## src/rtl/register_q_pkg.sv

```systemverilog
// Shared definitions for the register_q shift/load register.
// Holds the 2-bit operation select encoding and the default register width.
package register_q_pkg;

  localparam int DEFAULT_WIDTH = 9;

  // Operation select, ordered so that a higher code wins when the top level
  // priority-encodes simultaneous requests.
  typedef enum logic [1:0] {
    SEL_HOLD   = 2'd0,
    SEL_LOAD   = 2'd1,
    SEL_RSHIFT = 2'd2,
    SEL_LSHIFT = 2'd3
  } sel_e;

endpackage : register_q_pkg

```

## src/rtl/register_q_if.sv

```systemverilog
// Control/data bundle for register_q.
// The slave modport is the register side and the master modport is the driver side.
// Optional macro REGISTER_Q_NOT_Q_EN adds the inverted output not_q.
interface register_q_if
  import register_q_pkg::*;
#(
  parameter int WIDTH = DEFAULT_WIDTH
);

  logic             load;
  logic             rshift;
  logic             lshift;
  logic             right_shift_entry_wire;
  logic             left_shift_entry_wire;
  logic [WIDTH-1:0] qq;
  logic [WIDTH-1:0] q;
`ifdef REGISTER_Q_NOT_Q_EN
  logic [WIDTH-1:0] not_q;
`endif

`ifdef REGISTER_Q_NOT_Q_EN
  modport slave (
    input  load, rshift, lshift, right_shift_entry_wire, left_shift_entry_wire, qq,
    output q, not_q
  );
  modport master (
    output load, rshift, lshift, right_shift_entry_wire, left_shift_entry_wire, qq,
    input  q, not_q
  );
`else
  modport slave (
    input  load, rshift, lshift, right_shift_entry_wire, left_shift_entry_wire, qq,
    output q
  );
  modport master (
    output load, rshift, lshift, right_shift_entry_wire, left_shift_entry_wire, qq,
    input  q
  );
`endif

endinterface : register_q_if

```

## src/rtl/register_q_cell.sv

```systemverilog
// One bit of register_q: a 4:1 next-state mux feeding an async-reset flop.
// The top level supplies the neighbour bits, so the cell only knows its own
// hold value plus the three candidate next values.
module register_q_cell
  import register_q_pkg::*;
(
  input  logic clk,
  input  logic rst_n,
  input  sel_e i_sel,
  input  logic i_load_bit,
  input  logic i_rshift_bit,
  input  logic i_lshift_bit,
  output logic o_q
);

  logic r_q;
  logic w_d;

  // Next-state selection for this bit.
  always_comb begin
    // NOTE: default assignment first so no path through the block leaves w_d unassigned (no latch).
    w_d = r_q;
    case (i_sel)
      SEL_HOLD:   w_d = r_q;
      SEL_LOAD:   w_d = i_load_bit;
      SEL_RSHIFT: w_d = i_rshift_bit;
      SEL_LSHIFT: w_d = i_lshift_bit;
      default:    w_d = r_q;
    endcase
  end

  // Storage flop; reset clears the bit immediately, independent of clk.
  always_ff @(posedge clk or negedge rst_n) begin
    // NOTE: non-blocking assignments so every cell samples neighbours' pre-edge values.
    if (!rst_n) begin
      r_q <= 1'b0;
    end else begin
      r_q <= w_d;
    end
  end

  assign o_q = r_q;

endmodule : register_q_cell

```

## src/rtl/register_q.sv

```systemverilog
// register_q: WIDTH-bit register with parallel load, right shift and left shift.
// q[0] acts as the Booth q[-1] bit: a left shift clears it and never moves it
// into q[1]; q[1] takes left_shift_entry_wire instead (division LSB).
// Optional macro REGISTER_Q_NOT_Q_EN drives not_q = ~q on the interface.
module register_q
  import register_q_pkg::*;
#(
  parameter int WIDTH = DEFAULT_WIDTH
)(
  input  logic         clk,
  input  logic         rst_n,
  register_q_if.slave  bus
);

  sel_e             w_sel;
  logic [WIDTH-1:0] w_q;
  logic [WIDTH-1:0] w_rshift_bits;
  logic [WIDTH-1:0] w_lshift_bits;

  // Priority encoder: lshift > rshift > load > hold.
  always_comb begin
    w_sel = SEL_HOLD;
    if (bus.lshift) begin
      w_sel = SEL_LSHIFT;
    end else if (bus.rshift) begin
      w_sel = SEL_RSHIFT;
    end else if (bus.load) begin
      w_sel = SEL_LOAD;
    end
  end

  // Candidate next values for the shift operations.
  assign w_rshift_bits = {bus.right_shift_entry_wire, w_q[WIDTH-1:1]};
  assign w_lshift_bits = {w_q[WIDTH-2:1], bus.left_shift_entry_wire, 1'b0};

  for (genvar gi = 0; gi < WIDTH; gi++) begin : g_cell
    register_q_cell u_cell (
      .clk          (clk),
      .rst_n        (rst_n),
      .i_sel        (w_sel),
      .i_load_bit   (bus.qq[gi]),
      .i_rshift_bit (w_rshift_bits[gi]),
      .i_lshift_bit (w_lshift_bits[gi]),
      .o_q          (w_q[gi])
    );
  end

  assign bus.q = w_q;

`ifdef REGISTER_Q_NOT_Q_EN
  assign bus.not_q = ~w_q;
`endif

endmodule : register_q

```

## src/flat_wrapper.sv

```systemverilog
// flat-port wrapper written by rule: the top's interface ports become plain ports
module register_q_flat import register_q_pkg::*;
#(
  parameter int WIDTH = DEFAULT_WIDTH
)
  (clk, rst_n, bus_load, bus_rshift, bus_lshift, bus_right_shift_entry_wire, bus_left_shift_entry_wire, bus_qq, bus_q);
  register_q_if #(.WIDTH(WIDTH)) bus_i ();
  input  logic clk;
  input  logic rst_n;
  input wire logic [$bits(bus_i.load)-1:0] bus_load;
  input wire logic [$bits(bus_i.rshift)-1:0] bus_rshift;
  input wire logic [$bits(bus_i.lshift)-1:0] bus_lshift;
  input wire logic [$bits(bus_i.right_shift_entry_wire)-1:0] bus_right_shift_entry_wire;
  input wire logic [$bits(bus_i.left_shift_entry_wire)-1:0] bus_left_shift_entry_wire;
  input wire logic [$bits(bus_i.qq)-1:0] bus_qq;
  output wire logic [$bits(bus_i.q)-1:0] bus_q;
  assign bus_i.load = bus_load;
  assign bus_i.rshift = bus_rshift;
  assign bus_i.lshift = bus_lshift;
  assign bus_i.right_shift_entry_wire = bus_right_shift_entry_wire;
  assign bus_i.left_shift_entry_wire = bus_left_shift_entry_wire;
  assign bus_i.qq = bus_qq;
  assign bus_q = bus_i.q;
  register_q #(.WIDTH(WIDTH)) u_core (.clk(clk), .rst_n(rst_n), .bus(bus_i));
endmodule
```

## config.mk

```make
export PLATFORM = sky130hd
export DESIGN_NAME = register_q_flat
export DESIGN_NICKNAME = d
export VERILOG_FILES = /design/src/rtl/register_q_pkg.sv /design/src/rtl/register_q_if.sv /design/src/rtl/register_q_cell.sv /design/src/rtl/register_q.sv /design/src/flat_wrapper.sv
export SDC_FILE = /design/constraint.sdc
export NUM_CORES = 1
export LEC_CHECK = 0
export CORE_AREA = 2 2 39 41
export CTS_BUF_LIST = sky130_fd_sc_hd__clkbuf_8
export CTS_CLUSTER_SIZE = 14
export DETAILED_ROUTE_END_ITERATION = 8
export DIE_AREA = 0 0 41 43
export PLACE_DENSITY = 0.72
export RECOVER_POWER = 50
export SYNTH_ARGS = -nofsm -noshare
export SYNTH_HDL_FRONTEND = slang
export SYNTH_HIERARCHICAL = 1
export SYNTH_SLANG_ARGS = --single-unit
```

## constraint.sdc

```tcl
create_clock -name clk -period 1.3 [get_ports clk]
set_clock_uncertainty 0.1 [all_clocks]
set_input_delay 0.26 -clock clk [delete_from_list [all_inputs] [get_ports clk]]
set_output_delay 0.26 -clock clk [all_outputs]
set_load 0.02 [all_outputs]
```

==> results.md <==
* Status: finished, final reports clean
* CP Data Arrival Time at around 900 ps
* Critical Path, Cell by Cell: clkdlybuf4s15_2
* Total buffers and inverters traversed by the critical path at 1
* Distinct cells, synth at 6
* Core Area at roughly 1400 sq um
* Net Count, Synth at 38
* Maximum operating frequency at roughly 800 MHz
* Layout overhead on the synthesized area at 78.0%
* Final Worst Setup Slack at between 30 and 40 ps
* Flip-flop count of the largest register after layout at 9
* Via total after detailed routing at 361
* Antenna-violating nets left at 0
* Netlist area before placement at approximately 450 sq um
* Post-layout min period at between 1000 and 1500 ps
* Gate count after technology mapping at 22
* Weighted congestion reported at the end of routability-driven placement at between 0.7 and 0.8
* Largest cells by area after synthesis: dfrtp_1 50%, mux4_2 45%, a21o_1 1.7%
* Number of standard-cell rows in the floorplan at 14
* Max clock buf depth at 2
* Most Used Layer, Global Route: met2
* Routed wire per std cell at between 15 and 20 um
* Via count of the first global-routing pass at 387
* Worst path top cell family by delay: flip-flops
* Global-route wire length before repair at 2.01 mm
* Total CTS buffers at 3
* Number of ports placed on the die boundary at 25
* Number of antenna repair diodes at 0
* Number of warnings issued by yosys at 6
* Number of enable flip-flop cells after synthesis at 0
* CTS H-tree lvls at 1
* Met1 track demand over resource in global routing at 0.210
* Height of the die at roughly 43 um
* Final Total Pwr at between 1 and 1.5 mW
* Pin count of the biggest net entering global routing at 10
* Number of sinks handled by clock tree synthesis at 9
* Leak at ~0.34 nW
* Placed cells at 68
* Critical Path RT at 940 ps
* Mean area per synthesized cell at between 20 and 25 sq um
* Total DRC errors in the routed layout at 0
* Vias/cell at 4.95
* Fill cells at around 110
* Later-pin clock latency in the skew report at approximately 230 ps
* Most frequent cells after synthesis: 9 x dfrtp_1, 9 x mux4_2
* Met3 track demand over resource at 0.0471
* Stage delay of the slowest cell on the critical path at around 410 ps
* Class of the worst hold path: primary input to asynchronous set/reset pin
* Post-Place Worst Slack at -453 ps
* Final Instance Count excl. Fillers at between 70 and 80
* Buffers on Ports at 24
* Area leader, netlist: dfrtp_1
* Hold Violations, Final at 0
* Share of cells above drive strength 1 at 0.421
* Main flop type after synthesis: dfrtp_1
* Final number of setup-violating endpoints at 0
* Slowest cell on the critical path: dfrtp_1
* Fraction of registers with async set/reset at 1.00
* DIE AREA at between 1500 and 2000 sq um
* Type of destination of the critical path: output pin
* Clock tree from TritonCTS: built
* Final-report max-slew violation count at 0
* Gr ovfl total at 0
* Clock transition time at the flip-flop clock pins of the worst setup and hold paths at ~40 ps
* Count of state elements after synthesis at 9
* Sequential cell area fraction in the yosys report at 0.501
* Aggregate negative setup slack at 0 ps
* Initial standard-cell utilization of the core at 0.325
* Clk Tree Root Cell: clkbuf_8
* Peak supply drop at about 0.6 mV
* Global-route usage over all layers at 0.181
* RSZ-0062 raised after global routing: false
* Maximum fanout along the worst path at 4
* Grt met2 use at 0.288
* Crit Path Category: register to output pin
* Critical Path Start Type: register
* Net count reported at finish at 74
* Synth top area share at 0.501
* Final wirelength at about 1.2 mm
* Die width at about 41 um
* Max-cap viol count at 0
* Power Dens Cells at around 1600 nW/um^2
* Number of antenna violations at the first check in global routing at 0
* Number of iterations in the first detailed-routing pass at 3
* First DRT Iteration DRCs at 6
* Final Util at 0.578
* Crit share post-route at 0.970
==> kinds of logic (layout without fill, tap and decap cells) <==
family / after synthesis / in the layout / synth area share
flops: 9 / 9 / 0.501
buf+inv: 1 / 35 / 0.00835
mux: 9 / 9 / 0.451
other cells: 1 / 1 / 0.00835
compound gates: 1 / 2 / 0.0167
simple gates: 1 / 1 / 0.0139
==> stage by stage <==
stage,cell area [sq um],hold WS (ps)
floorplan,457,-136
finish,800,291
detailed placement,762,482
global route,800,317
CTS,810,236
global placement,762,464
==> worst paths after layout <==
| path | endpoint | slack (ps) | depth (start not counted) | startpoint |
|---|---|---|---|---|
| setup / recovery | bus_q[7] | 40 | 1 | u_core/g_cell[7].u_cell/o_q |
| hold reg to reg | u_core/g_cell[0].u_cell/o_q | 490 | 1 | u_core/g_cell[0].u_cell/o_q |
| max in group asynchronous | u_core/g_cell[3].u_cell/o_q | 530 | 1 | rst_n |
| setup reg to reg | u_core/g_cell[3].u_cell/o_q | 70 | 2 | u_core/g_cell[4].u_cell/o_q |
| hold / removal | u_core/g_cell[4].u_cell/o_q | 290 | 1 | rst_n |
| min in group clk | u_core/g_cell[0].u_cell/o_q | 490 | 1 | u_core/g_cell[0].u_cell/o_q |
==> metal layers <==
metal / wire length [um] / vias up / share of wire
met3: 50 / 2 / 0.040
li1: - / 163 / -
met2: 721 / 12 / 0.58
met1: 452 / 184 / 0.36
met5: 0 / - / 0
met4: 14 / 0 / 0.011
==> final cells by class <==
| type | instances | area [sq um] | share of cell area |
|---|---|---|---|
| Timing Repair Buffer | 30 | 260 | 0.326 |
| Clock buffer | 3 | 41.3 | 0.0516 |
| Tap cell | 16 | 20.0 | 0.0250 |
| Clock inverter | 1 | 3.75 | 0.00469 |
| Sequential cell | 9 | 225 | 0.282 |
| Multi-Input combinational cell | 13 | 245 | 0.307 |
| Inverter | 1 | 3.75 | 0.00469 |
==> power breakdown <==
group / switching [mW] / internal, mW / total (mW)
Combinational: 0.228 / 0.297 / 0.525
Sequential: 0.0538 / 0.360 / 0.414
Clock: 0.104 / 0.205 / 0.309
Total: 0.385 / 0.862 / 1.25
==> cells in the final DEF (no fill, tap or decap) <==
| cell | Yosys | routed |
|---|---|---|
| clkdlybuf4s50_1 | 0 | 11 |
| mux4_2 | 9 | 9 |
| dfrtp_1 | 9 | 9 |
| buf_4 | 0 | 6 |
| clkdlybuf4s15_1 | 0 | 5 |
| clkbuf_8 | 0 | 3 |
| clkbuf_1 | 0 | 3 |
| a21o_4 | 0 | 2 |
| dlygate4sd2_1 | 0 | 2 |
| inv_1 | 1 | 1 |
| dlygate4sd3_1 | 0 | 1 |
| clkdlybuf4s15_2 | 0 | 1 |
| clkbuf_2 | 0 | 1 |
| or2_4 | 0 | 1 |
| inv_2 | 0 | 1 |
| conb_1 | 1 | 1 |
==> timing repair <==
item | 4_1_cts | 5_1_grt
gates resized for setup | 19 | 11
endpoints found under the hold margin | 0 | 0
gates cloned | 1 | 0
endpoints found under the setup margin | 18 | 11
hold buffers | 0 | 0
pin swaps | 1 | 0
setup buffers | 0 | 0
Power figures use the tool's default switching activity.
